--- src/rtl/trap_arb_mh_pkg.sv ---
// Shared encodings for the multi-hart M-mode trap arbiter.
// Cause codes, interrupt bit positions, mtvec modes, FSM states.
package trap_arb_mh_pkg;

  localparam int MCAUSE_MEI = 11;
  localparam int MCAUSE_MSI = 3;
  localparam int MCAUSE_MTI = 7;

  // Bit positions inside each 3-bit per-hart {E,T,S} group
  localparam int INT_BIT_E = 2;
  localparam int INT_BIT_T = 1;
  localparam int INT_BIT_S = 0;

  localparam logic [1:0] MTVEC_MODE_DIRECT   = 2'd0;
  localparam logic [1:0] MTVEC_MODE_VECTORED = 2'd1;

  typedef enum logic [1:0] {
    ST_IDLE  = 2'd0,
    ST_OFFER = 2'd1,
    ST_GUARD = 2'd2
  } trap_state_e;

  // Highest-priority active interrupt: MEI > MSI > MTI
  function automatic logic [3:0] int_code(input logic [2:0] act);
    logic [3:0] c;
    c = 4'(MCAUSE_MTI);
    if (act[INT_BIT_S]) c = 4'(MCAUSE_MSI);
    if (act[INT_BIT_E]) c = 4'(MCAUSE_MEI);
    return c;
  endfunction

endpackage

--- src/rtl/trap_arb_mh_rr_arbiter.sv ---
// Round-robin arbiter: one-hot grant, search starts after last grant.
// Ports: clk, rst, req, advance/adv_idx (pointer update), gnt, gnt_idx.
module trap_arb_mh_rr_arbiter #(
  parameter int N  = 4,
  parameter int IW = 2
) (
  input  logic          clk,
  input  logic          rst,
  input  logic [N-1:0]  req,
  input  logic          advance,
  input  logic [IW-1:0] adv_idx,
  output logic [N-1:0]  gnt,
  output logic [IW-1:0] gnt_idx
);

  logic [IW-1:0] ptr;
  logic          found;
  int            k;

  always_comb begin
    gnt     = '0;
    gnt_idx = '0;
    found   = 1'b0;
    k       = 0;
    for (int i = 0; i < N; i++) begin
      k = int'(ptr) + i;
      if (k >= N) k = k - N;
      if (!found && req[IW'(k)]) begin
        found          = 1'b1;
        gnt[IW'(k)]    = 1'b1;
        gnt_idx        = IW'(k);
      end
    end
  end

  always_ff @(posedge clk) begin
    if (rst) begin
      ptr <= '0;
    end else if (advance) begin
      ptr <= (int'(adv_idx) == N - 1) ? '0 : adv_idx + 1'b1;
    end
  end

endmodule

--- src/rtl/trap_arb_mh.sv ---
// Multi-hart M-mode trap controller: per-hart exception slot, gated
// MEI/MSI/MTI, round-robin across harts, registered valid/ready offer.
// Ports: ex_* capture, per-hart CSR views, trap_* offer to pipeline.
module trap_arb_mh
  import trap_arb_mh_pkg::*;
#(
  parameter int XLEN      = 32,
  parameter int NUM_HARTS = 4,
  parameter int HART_ID_W = (NUM_HARTS > 1) ? $clog2(NUM_HARTS) : 1,
  parameter logic [NUM_HARTS-1:0] INT_HART_MASK = NUM_HARTS'(1),
  parameter int ECAUSE_W  = 5
) (
  input  logic                   clk,
  input  logic                   rst,
  input  logic                   ex_valid,
  output logic                   ex_ready,
  input  logic [HART_ID_W-1:0]   ex_hart_id,
  input  logic [ECAUSE_W-1:0]    ex_cause,
  input  logic [XLEN-1:0]        ex_pc,
  input  logic [XLEN-1:0]        ex_tval,
  input  logic [NUM_HARTS*XLEN-1:0] hart_pc,
  input  logic [NUM_HARTS*XLEN-1:0] mtvec,
  input  logic [NUM_HARTS-1:0]   mstatus_mie,
  input  logic [NUM_HARTS*3-1:0] mie_bits,
  input  logic [NUM_HARTS*3-1:0] mip_bits,
  output logic                   trap_valid,
  input  logic                   trap_ready,
  output logic [HART_ID_W-1:0]   trap_hart_id,
  output logic [XLEN-1:0]        trap_vector,
  output logic [XLEN-1:0]        trap_mepc,
  output logic [XLEN-1:0]        trap_mcause,
  output logic [XLEN-1:0]        trap_mtval,
  output logic                   trap_is_int
);

  logic [NUM_HARTS-1:0] ex_pend, int_req, cand, gnt;
  logic [2:0]           act [NUM_HARTS];
  logic [ECAUSE_W-1:0]  slot_cause [NUM_HARTS];
  logic [XLEN-1:0]      slot_pc [NUM_HARTS];
  logic [XLEN-1:0]      slot_tval [NUM_HARTS];
  logic [HART_ID_W-1:0] sel;
  logic                 cap, hs;
  trap_state_e          state;

  logic                 s_int;
  logic [3:0]           s_code;
  logic [XLEN-1:0]      s_tvec, s_base, s_vec;
  logic [XLEN-1:0]      s_mcause, s_mepc, s_mtval;

  assign ex_ready = !ex_pend[ex_hart_id];
  assign cap      = ex_valid && ex_ready;
  assign hs       = trap_valid && trap_ready;

  always_comb begin
    for (int h = 0; h < NUM_HARTS; h++) begin
      act[h]     = mie_bits[3*h +: 3] & mip_bits[3*h +: 3];
      int_req[h] = INT_HART_MASK[h] & mstatus_mie[h] & (|act[h]);
    end
  end

  // A pending exception always makes the hart a candidate and wins
  assign cand = ex_pend | int_req;

  trap_arb_mh_rr_arbiter #(
    .N  (NUM_HARTS),
    .IW (HART_ID_W)
  ) u_rr (
    .clk     (clk),
    .rst     (rst),
    .req     (cand),
    .advance (hs),
    .adv_idx (trap_hart_id),
    .gnt     (gnt),
    .gnt_idx (sel)
  );

  always_comb begin
    s_int    = !ex_pend[sel];
    s_code   = int_code(act[sel]);
    s_tvec   = mtvec[int'(sel)*XLEN +: XLEN];
    s_base   = {s_tvec[XLEN-1:2], 2'b00};
    s_vec    = s_base;
    s_mcause = XLEN'(slot_cause[sel]);
    s_mepc   = slot_pc[sel];
    s_mtval  = slot_tval[sel];
    if (s_int) begin
      s_mcause = {1'b1, {(XLEN-5){1'b0}}, s_code};
      s_mepc   = hart_pc[int'(sel)*XLEN +: XLEN];
      s_mtval  = '0;
      if (s_tvec[1:0] == MTVEC_MODE_VECTORED)
        s_vec = s_base + XLEN'({s_code, 2'b00});
    end
  end

  always_ff @(posedge clk) begin
    if (cap) begin
      slot_cause[ex_hart_id] <= ex_cause;
      slot_pc[ex_hart_id]    <= ex_pc;
      slot_tval[ex_hart_id]  <= ex_tval;
    end
  end

  always_ff @(posedge clk) begin
    if (rst) begin
      state        <= ST_IDLE;
      ex_pend      <= '0;
      trap_valid   <= 1'b0;
      trap_hart_id <= '0;
      trap_vector  <= '0;
      trap_mepc    <= '0;
      trap_mcause  <= '0;
      trap_mtval   <= '0;
      trap_is_int  <= 1'b0;
    end else begin
      if (cap) ex_pend[ex_hart_id] <= 1'b1;
      unique case (state)
        ST_IDLE: begin
          if (|gnt) begin
            trap_valid   <= 1'b1;
            trap_hart_id <= sel;
            trap_vector  <= s_vec;
            trap_mepc    <= s_mepc;
            trap_mcause  <= s_mcause;
            trap_mtval   <= s_mtval;
            trap_is_int  <= s_int;
            state        <= ST_OFFER;
          end
        end
        ST_OFFER: begin
          if (trap_ready) begin
            trap_valid <= 1'b0;
            if (!trap_is_int) ex_pend[trap_hart_id] <= 1'b0;
            state <= ST_GUARD;
          end
        end
        // Lets the pipeline's CSR write land before re-arbitrating
        ST_GUARD: state <= ST_IDLE;
        default:  state <= ST_IDLE;
      endcase
    end
  end

endmodule

--- config.mk ---
export PLATFORM = sky130hd
export DESIGN_NAME = trap_arb_mh
export DESIGN_NICKNAME = d
export VERILOG_FILES = /design/src/rtl/trap_arb_mh_pkg.sv /design/src/rtl/trap_arb_mh_rr_arbiter.sv /design/src/rtl/trap_arb_mh.sv
export SDC_FILE = /design/constraint.sdc
export NUM_CORES = 1
export LEC_CHECK = 0
export CAP_MARGIN = 20
export CORE_MARGIN = 1
export CORE_UTILIZATION = 50
export CTS_CLUSTER_DIAMETER = 30
export DETAILED_ROUTE_END_ITERATION = 10
export GPL_ROUTABILITY_DRIVEN = 0
export PLACE_DENSITY = 0.83
export SLEW_MARGIN = 20
export SYNTH_ARGS = -nofsm -noshare
export SYNTH_HDL_FRONTEND = slang
export SYNTH_SLANG_ARGS = --single-unit
--- constraint.sdc ---
create_clock -name clk -period 18.9 [get_ports clk]
set_input_delay 1.89 -clock clk [delete_from_list [all_inputs] [get_ports clk]]
set_output_delay 1.89 -clock clk [all_outputs]
set_load 0.02 [all_outputs]
==> results of run 1 <==
-- cell type report --
class                   instances  area (um2)
flip-flops and latches        387       10500
fillers                      2405       10400
multi-input cells            1106        6690
repair buffers                405        4000
clock buffers                  91        2040
well taps                     455         569
clock inverters                47         567
inverters                      10        37.5
diodes                          4        10.0
-- logic make-up after synthesis --
family | Yosys count | synth area share
simple gates | 750 | 0.184
flops | 387 | 0.590
compound gates | 217 | 0.0855
buf+inv | 146 | 0.0442
mux | 69 | 0.0720
xor+xnor | 27 | 0.0133
fa+ha+maj | 15 | 0.0105
other cells | 1 | 0.000211
-- metrics by stage --
step | instance area [um2] | utilization
after CTS | 24400 | 0.702
after detailed placement | 21800 | 0.627
after floorplan | 17900 | -
after global placement | 21800 | 0.627
after global routing | 24400 | 0.702
final | 24400 | 0.702
-- how the worst max path moves through the flow --
stage,from,endpoint,slack (ns),cells after the start
floorplan,ex_hart_id[0],slot_cause[0][0],9.15,1
global placement,mie_bits[1],trap_vector[30],11.96,17
detailed placement,mie_bits[1],trap_vector[30],11.88,17
CTS,mie_bits[1],trap_vector[24],12.38,17
global route,mie_bits[1],trap_vector[24],12.03,17
finish,mie_bits[1],trap_vector[24],12.36,17
-- registers in the layout (all words and copies together), names as in the netlist --
signal        flops
slot_pc         128
slot_tval       128
trap_mepc        32
trap_mtval       32
trap_vector      30
slot_cause       20
trap_mcause       5
ex_pend           4
state             2
trap_hart_id      2
u_rr.ptr          2
trap_is_int       1
trap_valid        1
-- placed cells by master (no fill, tap or decap), types with 44 or more instances in the layout --
cell,instances
clkdlybuf4s50_1,385
nand2_1,408
a211oi_1,63
a21oi_1,79
nor2_1,130
dfxtp_1,111
clkbuf_16,77
mux4_2,44
nand3_1,133
edfxtp_1,276
-- worst min-delay path: cells and delay by family, from the launching register on --
kind / cells / cell delay, ns
flops: 1 / 0.31
compound gates: 1 / 0.06
simple gates: 1 / 0.05
-- routing by layer --
layer	vias to the layer above	track usage
met3	138	0.0598
met2	662	0.507
met1	6895	0.298
met4	2	0.164
li1	6528	-
met5	-	0
-- power by group --
| part | switching [uW] | internal [uW] |
|---|---|---|
| combinational | 308 | 220 |
| clock | 466 | 856 |
| sequential | 34.1 | 971 |
==> metrics.csv, run 1 <==
metric,value,unit
synthTopCellsByArea,"edfxtp_1 (47%), dfxtp_1 (12%), nand2_1 (8.6%)",
dp.cells,2363,
area_growth,37.2,%
cts_buffers,74,
clk_latency,0.59,ns
nets,2358,
cp_num_buf_inv,2,
drive_gt1_frac,0.117,
setup.worst_path.class,in -> reg,
drt_pass1_iterations,7,
post-route-period-util,0.346,
r2r_cells,20,
clkSlewWorstSetupHoldPaths,0.05,ns
cts_tree,yes,
grt_pass1_wl,77800,um
p_leak,0.00888,uW
antenna_found_initial,7,
yosysWarnings,0,
antenna_left,0,
grt_max_degree,96,
io_buffers,386,
synth_top_area_frac,0.465,
hold_viol,0,
overflow,0,
hpwl,32300,um
rsz0062_at_grt,false,
root_buffer,clkbuf_16,
synth_cells,1612,
drtIter0Drc,909,
wl,52100,um
instances_no_fill,2505,
cts_buffer_depth,3,
crit_required,19.28,ns
worst_setup_path_start_kind,input port,
fp.dieArea,36400,um2
coreArea,34800,um2
layout_setup_ws,12.36,ns
routed-wl-met2,27000,um
holdPathEnd,trap_mtval[2],
cp_max_fo,53,
worstSetupEndpointType,flip-flop,
hold_path.class,reg -> reg,
drc_errors,0,
fin_setup_tns,0,ns
critPathSlowestCell,buf_4,
die_w,191,um
syn-cell-area,17800,um2
dieHeight,191,um
rr_startpoint,u_rr.ptr[1],
setup_viol,0,
yosysMostFrequentCell,nand2_1,
min_path_cells,2,
p_total,2850,uW
rows,68,
cp_top_family,compound AO/OA/AOI/OAI gates,
avgSynthCellArea,11.0,um2
wl_met1,18500,um
maxSlewHeadroom,0.279,
outcome,"complete, no violations",
cts_resized,0,
max_slew.worst_pin.slew,1.08,ns
grt_use_total,0.280,
dpl_worst_slack,11.88,ns
synth_edf_count,276,
yosysSeqAreaShare,0.590,
initial_utilization,0.512,
routed.top_layer,met5,
grt_pass1_vias,14500,
hp-start,trap_mtval[2],
r2r_end,trap_vector[24],
fin_hold_ws,0.465,ns
cap_violations,0,
ir_drop,0.0940,mV
hold_buffers,0,
power_density,117,nW/um2
fmax,153,MHz
synth-main-ff-cell,edfxtp_1,
vias,14200,
worstPathCellList,clkdlybuf4s50_1 -> a22oi_2 -> a31oi_1 -> a21o_1 -> nor2_4 -> buf_4 -> a31oi_1 -> ha_1 -> nor2b_1 -> o21ai_0 -> nand2b_1 -> nand2_1 -> a21oi_2 -> nor4b_4 -> nand3_1 -> xor2_1 -> a211oi_2,
cts_setup_buffers,0,
via_per_inst,5.68,
crit_path_max_incr_delay,0.65,ns
min_period,6.54,ns
io_pins,492,
slew_viol_final,0,
synth_common_cells,"nand2_1 (409), edfxtp_1 (276), nand3_1 (134), nor2_1 (130), dfxtp_1 (111)",
cts_num_sinks,387,
fin_skew,0.0387,ns
routedWlPerCell,20.8,um
crit_top_cell,a31oi_1,
h-tree-depth,3,
synthArstFlopShare,0,
reg2reg_slack,12.59,ns
synthDistinctLibCells,84,
ys_ff_latch,387,
wl_met3,3980,um
cp_data_arrival_time,6.92,ns
yosys.area.top_type,edfxtp_1,
Note: power is estimated with default switching activity, not from simulation.
==> run 2, diff against run 1 <==
--- a/config.mk
+++ b/config.mk
@@ -7,11 +7,11 @@
 export LEC_CHECK = 0
 export CAP_MARGIN = 20
 export CORE_MARGIN = 1
-export CORE_UTILIZATION = 50
+export CORE_UTILIZATION = 44
 export CTS_CLUSTER_DIAMETER = 30
 export DETAILED_ROUTE_END_ITERATION = 10
 export GPL_ROUTABILITY_DRIVEN = 0
-export PLACE_DENSITY = 0.83
+export PLACE_DENSITY = 0.77
 export SLEW_MARGIN = 20
 export SYNTH_ARGS = -nofsm -noshare
 export SYNTH_HDL_FRONTEND = slang
==> constraint.sdc (replaced) <==
create_clock -name clk -period 5.2 [get_ports clk]
set_input_delay 0.52 -clock clk [delete_from_list [all_inputs] [get_ports clk]]
set_output_delay 0.52 -clock clk [all_outputs]
set_load 0.02 [all_outputs]
==> metrics.csv, run 2 (synthesis results as in run 1) <==
metric,value,unit,change
pwr-share-seq,0.342,,-0.010
cp_num_buf_inv,2,,unchanged
cts_buffers,82,,+11%
wl,53500,um,+2.7%
hold_path.class,reg -> reg,,
power.share.switching,0.280,,-0.00364
fmax,209,MHz,
p_int,7700,uW,+280%
vias,14100,,-0.66%
instances_no_fill,2598,,+3.7%
worstSetupEndpointType,flip-flop,,
nets,2376,,+0.76%
grt_max_degree,105,,+9.4%
cts_tree,yes,,
setup_viol,0,,unchanged
die_w,203,um,+6.5%
hold_buffers,0,,unchanged
grt_pass1_wl,80300,um,+3.2%
area_growth,39.4,%,
h-tree-depth,3,,unchanged
crit_path_max_incr_delay,0.50,ns,-0.15 ns
crit_top_cell,nand2_1,,
setup.worst_path.class,reg -> reg,,
antenna_found_initial,2,,-5
fp.dieArea,41300,um2,+13%
cts_resized,0,,unchanged
p_comb_frac,0.184,,about the same
worst_setup_path_start_kind,flip-flop,,
place_area,22000,um2,+0.99%
p_sw,2990,uW,+270%
drt_pass1_iterations,5,,-2
clkSlewWorstSetupHoldPaths,0.05,ns,about the same
rsz0062_at_grt,false,,
grt_use_total,0.256,,-0.0239
antenna_left,0,,unchanged
max_slew.worst_pin.slew,1.07,ns,-0.0125 ns
cts_buffer_depth,3,,unchanged
clk_latency,0.60,ns,about the same
p_leak,0.00906,uW,+2.0%
drive_gt1_frac,0.126,,+0.00921
fin_skew,0.0197,ns,-0.0190 ns
rows,73,,+7.4%
crit_required,5.68,ns,-13.60 ns
slew_viol_final,0,,unchanged
root_buffer,clkbuf_16,,
post-route-period-util,0.919,,
fin_hold_ws,0.453,ns,-0.0125 ns
final_cell_mix,"nand2_1 (408), clkdlybuf4s50_1 (385), edfxtp_1 (276)",,
io_buffers,386,,unchanged
grt_pass1_vias,14300,,-1.1%
critPathSlowestCell,or4_1,,
cp_data_arrival_time,5.26,ns,-1.66 ns
drtIter0Drc,954,,+5.0%
cts_num_sinks,387,,unchanged
fin_area,24800,um2,+1.6%
overflow,0,,unchanged
fin_setup_tns,0,ns,unchanged
dieHeight,203,um,+6.5%
cts_setup_buffers,0,,unchanged
cp_top_family,simple AND/OR/NAND/NOR gates,,
outcome,"complete, no violations",,
cp_max_fo,13,,-75%
drc_errors,0,,unchanged
ir_drop,0.278,mV,+200%
coreArea,39800,um2,+14%
dp.cells,2443,,+3.4%
hpwl,34900,um,+8.0%
power_density,431,nW/um2,+270%
final_common_cell,nand2_1,,
largest_registers,"slot_pc x128, slot_tval x128",,
pwr-share-clk,0.474,,+0.011
hold_viol,0,,unchanged
worstPathCellList,inv_1 -> ha_1 -> nor2b_2 -> or4_1 -> and3_4 -> nor2_8 -> mux4_2 -> nand2_1 -> inv_1 -> ha_1 -> nor2b_1 -> o21ai_0 -> nand2b_1 -> nand2_1 -> a21oi_2 -> nand2_1 -> nor4_1 -> xor2_1 -> a211oi_1,,
initial_utilization,0.447,,-0.0646
routedWlPerCell,20.6,um,-0.97%
via_per_inst,5.44,,-4.2%
min_period,4.78,ns,
maxSlewHeadroom,0.285,,+0.00602
cap_violations,0,,unchanged
io_pins,492,,unchanged
==> run 2: cell types whose count changed in the layout (fill, tap and decap cells not counted), moves of 3 or more <==
cell / delta
buf_12: +3
buf_4: +7
clkbuf_16: +6
clkbuf_8: +8
clkinv_16: -3
clkinv_2: +5
clkinvlp_4: -3
==> run 2: layout make-up <==
| type | instances | area [um2] |
|---|---|---|
| fillers | 3095 | 15000 |
| flip-flops and latches | 387 | 10500 |
| multi-input cells | 1106 | 6710 |
| repair buffers | 415 | 4120 |
| clock buffers | 106 | 2300 |
| well taps | 525 | 657 |
| clock inverters | 47 | 485 |
| inverters | 10 | 37.5 |
| diodes | 2 | 5.00 |
==> run 2: power by group through the flow <==
stage / clock network, uW / logic [uW] / registers [uW]
floorplan: 0 / 980 / 3840
global placement: 0 / 1930 / 3690
detailed placement: 0 / 1960 / 3700
CTS: 5140 / 1980 / 3650
global route: 5290 / 2120 / 3670
finish: 5070 / 1970 / 3650
==> run 2: routing by layer <==
| layer | global-route usage | share of wire |
|---|---|---|
| met5 | 0 | 0 |
| met4 | 0.152 | 0.051 |
| met3 | 0.0519 | 0.065 |
| met2 | 0.453 | 0.51 |
| met1 | 0.284 | 0.37 |
==> run 2: worst reg2reg max path: cells and delay by family, from the launching register on <==
family	cells	cell delay [ns]
AOI/OAI and AO/OA	3	0.57
adders and majority gates	2	0.82
muxes	1	0.39
DFF	1	0.32
and+or+nand+nor	10	2.29
xor gates and xnor gates	1	0.12
buffers and inverters	2	0.14
==> run 2: per-stage QoR <==
step | setup slack [ns] | power (uW) | util
CTS | 0.389 | 10800 | 0.623
finish | 0.421 | 10700 | 0.623
global placement | 0.463 | 5620 | 0.553
floorplan | 0.0900 | 4820 | -
detailed placement | 0.384 | 5670 | 0.553
global route | 0.113 | 11100 | 0.623
==> run 2: worst paths after layout <==
check	start	slack [ns]	to	cells past startpoint
worst min-delay path	trap_mtval[11]	0.45	trap_mtval[11]	2
worst min register to register	trap_mtval[11]	0.45	trap_mtval[11]	2
worst max register to register	u_rr.ptr[0]	0.42	trap_vector[20]	19
worst max-delay path	u_rr.ptr[0]	0.42	trap_vector[20]	19
==> run 3, diff against run 2 <==
--- a/config.mk
+++ b/config.mk
@@ -5,7 +5,7 @@
 export SDC_FILE = /design/constraint.sdc
 export NUM_CORES = 1
 export LEC_CHECK = 0
-export CAP_MARGIN = 20
+export CAP_MARGIN = 15
 export CORE_MARGIN = 1
 export CORE_UTILIZATION = 44
 export CTS_CLUSTER_DIAMETER = 30
==> results of run 3 <==
No change in the layout: final DEF, timing and power equal those of run 2.
